### config.mk
export PLATFORM = sky130hd
export DESIGN_NAME = prach_hb_dec_tdm
export DESIGN_NICKNAME = d
export VERILOG_FILES = /design/src/rtl/prach_hb_dec_tdm.sv
export SDC_FILE = /design/constraint.sdc
export NUM_CORES = 2
export LEC_CHECK = 0
export BUFFER_PORTS_ARGS = -buffer_cell sky130_fd_sc_hd__buf_4
export CAP_MARGIN = 15
export CORE_MARGIN = 10
export CORE_UTILIZATION = 40
export CTS_BUF_LIST = sky130_fd_sc_hd__clkbuf_2 sky130_fd_sc_hd__clkbuf_4 sky130_fd_sc_hd__clkbuf_8
export DETAILED_ROUTE_END_ITERATION = 7
export HOLD_SLACK_MARGIN = 0.05
export MAX_ROUTING_LAYER = met4
export REMOVE_ABC_BUFFERS = 1
export SLEW_MARGIN = 40
export SYNTH_ARGS = -nofsm -noshare
export SYNTH_HDL_FRONTEND = slang
export SYNTH_SLANG_ARGS = --single-unit
### constraint.sdc
create_clock -name clk -period 5.9 [get_ports clk]
set_input_delay 1.18 -clock clk [delete_from_list [all_inputs] [get_ports clk]]
set_output_delay 1.18 -clock clk [all_outputs]
set_load 0.02 [all_outputs]
### src/rtl/prach_hb_dec_tdm.sv
// Half-band decimate-by-2 FIR for a channel-interleaved PRACH stream.
// Even rounds feed the odd-tap line; odd rounds feed the centre line and emit one sample per channel.
module prach_hb_dec_tdm #(
  parameter int NUM_CH  = 16,
  parameter int DW      = 16,
  parameter int CW      = 18,
  parameter int NUM_COE = 2,
  parameter int COE [NUM_COE] = '{-4134, 36901}
) (
  input  logic                 clk,
  input  logic                 rst_n,
  input  logic signed [DW-1:0] din_dq,
  input  logic                 din_dv,
  input  logic [7:0]           din_chn,
  input  logic                 sync_in,
  input  logic                 bypass,
  output logic signed [DW-1:0] dout_dq,
  output logic                 dout_dv,
  output logic [7:0]           dout_chn,
  output logic                 sync_out,
  output logic                 ovf,
  output logic                 ord_err
);
  localparam int CHW = (NUM_CH > 1) ? $clog2(NUM_CH) : 1;
  localparam int LG  = $clog2(NUM_COE);
  localparam int NP  = 1 << LG;
  localparam int NT  = 2 * NUM_COE;
  localparam int LAT = 5 + LG;
  localparam int PW  = DW + 1;
  localparam int AW  = PW + CW + LG + 2;
  localparam logic signed [AW-1:0] RND  = AW'(1) <<< (CW - 2);
  localparam logic signed [AW-1:0] YMAX = (AW'(1) <<< (DW - 1)) - AW'(1);
  localparam logic signed [AW-1:0] YMIN = ~YMAX;

  typedef struct packed {
    logic          vld;
    logic          odd;
    logic          byp;
    logic          sync;
    logic [7:0]    chn;
    logic [DW-1:0] raw;
  } side_t;

  logic                 r_odd, r_byp, r_sync_pend;
  logic [CHW-1:0]       r_exp;
  logic signed [DW-1:0] r_x2 [NUM_CH][NT];
  logic signed [DW-1:0] r_x1 [NUM_CH][NUM_COE];
  logic signed [DW-1:0] r_tap [NT];
  logic signed [DW-1:0] r_ctr0, r_ctr1;
  logic signed [PW-1:0] r_pre [NUM_COE];
  logic signed [AW-1:0] r_node [2*NP-1];
  logic signed [AW-1:0] r_cpipe [LG+1];
  logic signed [AW-1:0] r_acc, r_y;
  side_t                r_side [LAT];

  logic [CHW-1:0]       w_ch;
  logic                 w_odd, w_byp, w_last, w_err, w_sync;
  logic signed [DW-1:0] w_x2n [NT];
  logic signed [DW-1:0] w_x1n [NUM_COE];

  // A sync sample always restarts in the even round with the freshly sampled bypass mode.
  assign w_ch   = din_chn[CHW-1:0];
  assign w_odd  = r_odd & ~sync_in;
  assign w_byp  = sync_in ? bypass : r_byp;
  assign w_last = (din_chn == 8'(NUM_CH - 1));
  assign w_err  = ~sync_in && (din_chn != 8'(r_exp));
  assign w_sync = w_byp ? sync_in : (w_odd & r_sync_pend);

  always_comb begin
    for (int k = 0; k < NT; k++) w_x2n[k] = r_x2[w_ch][k];
    for (int k = 0; k < NUM_COE; k++) w_x1n[k] = r_x1[w_ch][k];
    if (!w_odd) begin
      w_x2n[0] = din_dq;
      for (int k = 1; k < NT; k++) w_x2n[k] = r_x2[w_ch][k-1];
    end else begin
      w_x1n[0] = din_dq;
      for (int k = 1; k < NUM_COE; k++) w_x1n[k] = r_x1[w_ch][k-1];
    end
  end

  always_ff @(posedge clk) begin
    if (!rst_n) begin
      r_odd       <= 1'b0;
      r_byp       <= 1'b0;
      r_sync_pend <= 1'b0;
      r_exp       <= '0;
      for (int c = 0; c < NUM_CH; c++) begin
        for (int k = 0; k < NT; k++) r_x2[c][k] <= '0;
        for (int k = 0; k < NUM_COE; k++) r_x1[c][k] <= '0;
      end
      for (int k = 0; k < NT; k++) r_tap[k] <= '0;
      r_ctr0 <= '0;
      r_ctr1 <= '0;
      for (int k = 0; k < NUM_COE; k++) r_pre[k] <= '0;
      for (int i = 0; i < 2*NP-1; i++) r_node[i] <= '0;
      for (int j = 0; j <= LG; j++) r_cpipe[j] <= '0;
      r_acc <= '0;
      r_y   <= '0;
      for (int j = 0; j < LAT; j++) r_side[j] <= '0;
      dout_dq  <= '0;
      dout_dv  <= 1'b0;
      dout_chn <= '0;
      sync_out <= 1'b0;
      ovf      <= 1'b0;
      ord_err  <= 1'b0;
    end else begin
      ord_err <= din_dv & w_err;
      if (din_dv) begin
        r_odd       <= w_last ? ~w_odd : w_odd;
        r_exp       <= w_ch + 1'b1;
        r_sync_pend <= ~w_byp & (sync_in | (r_sync_pend & ~w_odd));
        if (sync_in) r_byp <= bypass;
        for (int k = 0; k < NT; k++) r_x2[w_ch][k] <= w_x2n[k];
        for (int k = 0; k < NUM_COE; k++) r_x1[w_ch][k] <= w_x1n[k];
      end

      // Taps are captured from the post-update lines so back-to-back same-channel samples are safe.
      for (int k = 0; k < NT; k++) r_tap[k] <= w_x2n[k];
      r_ctr0    <= w_x1n[NUM_COE-1];
      r_side[0] <= '{vld: din_dv, odd: w_odd, byp: w_byp, sync: w_sync, chn: din_chn, raw: din_dq};
      for (int j = 1; j < LAT; j++) r_side[j] <= r_side[j-1];

      for (int k = 0; k < NUM_COE; k++) r_pre[k] <= PW'(r_tap[k]) + PW'(r_tap[NT-1-k]);
      r_ctr1 <= r_ctr0;

      for (int k = 0; k < NUM_COE; k++) r_node[NP-1+k] <= AW'(r_pre[k]) * AW'(COE[k]);
      for (int k = NUM_COE; k < NP; k++) r_node[NP-1+k] <= '0;
      for (int i = 0; i < NP - 1; i++) r_node[i] <= r_node[2*i+1] + r_node[2*i+2];
      r_cpipe[0] <= AW'(r_ctr1) <<< (CW - 2);
      for (int j = 1; j <= LG; j++) r_cpipe[j] <= r_cpipe[j-1];

      r_acc <= r_node[0] + r_cpipe[LG];
      r_y   <= (r_acc + RND) >>> (CW - 1);

      dout_chn <= r_side[LAT-1].chn;
      sync_out <= r_side[LAT-1].vld & r_side[LAT-1].sync;
      ovf      <= 1'b0;
      if (r_side[LAT-1].byp) begin
        dout_dv <= r_side[LAT-1].vld;
        dout_dq <= r_side[LAT-1].raw;
      end else begin
        dout_dv <= r_side[LAT-1].vld & r_side[LAT-1].odd;
        if (r_y > YMAX) begin
          dout_dq <= YMAX[DW-1:0];
          ovf     <= r_side[LAT-1].vld & r_side[LAT-1].odd;
        end else if (r_y < YMIN) begin
          dout_dq <= YMIN[DW-1:0];
          ovf     <= r_side[LAT-1].vld & r_side[LAT-1].odd;
        end else begin
          dout_dq <= r_y[DW-1:0];
        end
      end
    end
  end
endmodule

==> metrics.txt <==
Core ar.=232100 um2; clock sink count=2029; total internal power=27.99 mW; layout filler cell count=20610; synthesized instance count=6702; startpoint of the lowest-slack register-to-register path=r_pre[0][8]; CTS clock-pin slew for the worst setup and hold paths=60 ps; insertion delay of the later-clocked pin in the worst-skew pair=1070 ps; Area Overhead vs Synth=12.01%; remaining global-route overflow=0; number of synthesized flops with an enable pin=1536; warning count from the yosys run=0; leakage power=39.22 nW; Avg Inst Size Synth=13.90 um2; worst setup skew after layout=79.65 ps; max-slew violation count=0; status=complete, no violations; count of state elements after synthesis=2029; proportion of total power due to net switching=30.84%; Mapped Area=93140 um2; most common flop cell mapped by yosys=edfxtp_1; number of CTS-inserted buffers=354; input/output buffers=56; share of the cycle needed by the critical path after routing=94.97%; maximum level of the CTS H-tree=5; worst ir drop on vdd=450.5 uV; fraction of final layout cells sized beyond drive strength 1=19.70%; clock tree root driver cell=clkbuf_8; clock tree from TritonCTS=done; number of global-route vias before repair=57610; remaining max-slew budget at the tightest pin=37.05%; ratio of total power to cell area=387.9 nW/um2; number of detailed-routing iterations run before antenna repair=6; worst-case clock buffer depth=4; post-DP HPWL=144600 um; Post-route DRC=0; cell accounting for the most synthesized area=edfxtp_1; NumNets Final=7304; maximum clock frequency=0.1785 GHz; largest fanout on the critical path=5; switching component of the power=12.48 mW; Hold Vio Cnt, Final=0; Arr. time, crit path=6520 ps; die width=502.5 um; Combinational Power Share=26.7%; worst setup slack after layout=296.6 ps; required time at the endpoint of the critical path=6820 ps; overall die height=502.5 um; hold_buf cts=0; reg-to-reg slack, setup=300 ps; crit path to=r_node[0][65]; critical path startpoint category=flip-flop; Total Die Area=252600 um2; unrepaired setup endpoints after global routing=false; proportion of register bits with asynchronous set or reset after synthesis=0%; number of rows in the core area=177; effective utilization at floorplan=40.13%; final wirelength=262600 um; path type of the worst min-delay path=in -> reg; combined global-route utilization of all metal layers=21.16%; last weighted congestion value of the routability-driven placer=0.8250; largest net degree at the start of global routing=113; slew at the pin with the worst max-slew slack=944.2 ps; share of Yosys cell area claimed by the top area cell type=49.52%; Crit. End Element=flip-flop; WL/cell=25.97 um; proportion of power drawn by the clock network=32.2%; Period minus WS final=5603 ps; overall via count from detail_route=55860; Synth area leaders=edfxtp_1 50%, mux4_2 12%, dfxtp_1 11%, nor2_1 7.1%, ha_1 4.2%; WHS Path Cells=2; R2R depth=18; Iteration-0 DRC Markers=5545; critical register-to-register path endpoint=r_node[0][65]; I/O pin count=57; final setup violation count=0; path type of the worst setup path=reg -> reg; register share of total power=41.1%; final sum of negative setup slack=0 ps; Vias/cell=5.523; number of antenna violations at the first check in global routing=13; critical path startpoint=r_pre[0][8]; library cells used by synthesis=64; number of antenna-violating nets in the routed design=0; max capacitance violation total=0; post-placement setup slack=258.4 ps; global-route wire length before repair=387200 um; sequential cell area fraction in the yosys report=60.12%
cells in the final DEF, fill, tap and decap left out, types with 17 or more instances in the layout:
cell and instances:
nand2b_1 27, fa_1 169, clkinv_1 55, o21bai_1 18, edfxtp_1 1536, buf_12 48
mux4_2 480, buf_4 115, clkbuf_4 102, nand2_1 112, nor2_1 1769, clkbuf_8 419
mux2i_4 96, a211oi_1 17, ha_1 316, o21ai_0 88, nand3_1 43, mux2i_1 22
nand2_4 30, clkinv_2 32, inv_1 262, xnor2_1 69, buf_6 18, a21o_1 52
dfxtp_1 486, and2_1 247, a21oi_1 128, xor2_1 54, and3_1 19, nor3_1 39
repair_timing:
action                                 in CTS  in global routing
buffers inserted                            0                  4
resized for setup                           0                  9
endpoints found under the hold margin       0                  0
setup endpoints to repair                   0                  4
state kept, by name, summed over array words and instances, names as in the netlist, 21 cells and up:
| register | cells |
|---|---|
| r_x2 | 1024 |
| r_node | 85 |
| r_cpipe | 32 |
| r_side | 168 |
| r_y | 21 |
| r_pre | 34 |
| r_acc | 22 |
| r_tap | 64 |
| r_x1 | 512 |
layer usage:
| layer | part of all wire (%) | global-route usage, % | vias up |
|---|---|---|---|
| li1 | - | - | 24070 |
| met1 | 40 | 27.12 | 28670 |
| met2 | 49 | 34.50 | 2566 |
| met3 | 8.2 | 3.506 | 554 |
| met4 | 3.3 | 6.754 | 0 |
| met5 | 0 | - | - |
synthesized netlist by cell type, types with 38 or more instances:
| cell | number |
|---|---|
| nor2_1 | 1770 |
| buf_2 | 38 |
| and2_1 | 247 |
| nor3_1 | 39 |
| dfxtp_1 | 493 |
| fa_1 | 169 |
| inv_1 | 264 |
| clkbuf_1 | 275 |
| a21oi_1 | 128 |
| o21ai_0 | 89 |
| mux2i_4 | 96 |
| xor2_1 | 54 |
| mux4_2 | 480 |
| ha_1 | 316 |
| buf_4 | 109 |
| edfxtp_1 | 1536 |
| a21o_1 | 52 |
| nand3_1 | 43 |
| nand2_1 | 144 |
| xnor2_1 | 69 |
worst min-delay path by stage:
stage | start | slack (ps) | end
floorplan | r_side[0][156] | 410 | dout_chn[0]
global placement | r_side[0][135] | 410 | r_side[0][163]
detailed placement | r_side[0][72] | 420 | r_side[0][100]
CTS | din_chn[6] | 300 | r_side[0][22]
global route | din_chn[6] | 330 | r_side[0][22]
finish | din_chn[6] | 380 | r_side[0][22]
per-stage QoR:
stage	area, um2	instances	total power, mW	util, %	hold WS [ps]
6_report	104300	10110	40.47	44.95	381.2
5_1_grt	104300	10110	42.82	44.94	329.6
4_1_cts	104300	10100	40.76	44.92	295.5
3_5_place_dp	97120	9473	27.71	41.84	416.9
3_3_place_gp	96960	9469	27.65	41.78	413.9
2_1_floorplan	90920	6246	24.49	-	411.8
power groups by stage:
stage	logic, mW	registers (mW)	clock network [mW]
5_1_grt	12.3	16.7	13.8
2_1_floorplan	7.65	16.8	0
6_report	10.8	16.6	13.0
3_3_place_gp	10.7	16.9	0
3_5_place_dp	10.8	16.9	0
4_1_cts	10.9	16.6	13.2
area by class of cell:
cell class                 instances  area (um2)  area share (%)
multi-input combinational       3952       34200           32.78
clock buffer                     521        6533           6.262
timing repair buffer             188        2145           2.056
inverter                         265        1010          0.9679
tap                             3043        3807           3.650
antenna                           10       25.02         0.02399
clock inverter                   105       601.8          0.5769
sequential                      2029       56000           53.68
cell families after synthesis:
family / count (synthesis) / synth area share (%)
multiplexers: 601 / 14.20
XOR/XNOR: 123 / 1.157
flip-flops: 2029 / 60.12
adder cells (fa/ha/maj): 485 / 7.877
buffers and inverters: 721 / 3.452
AND/OR/NAND/NOR: 2355 / 10.60
AO/OA/AOI/OAI: 388 / 2.593
worst max-delay path, cell delays in order (launching register included):
cell	delay [ps]
dfxtp_2	380
clkinvlp_4	190
fa_1	570
inv_1	60
fa_1	550
fa_1	430
fa_1	510
fa_1	410
ha_1	300
ha_1	290
and4_1	250
and3_1	190
nand3_1	80
o21ai_0	160
o41ai_1	400
buf_4	190
o221ai_1	150
a21oi_1	220
mux2i_1	210
Power figures use the tool's default switching activity.
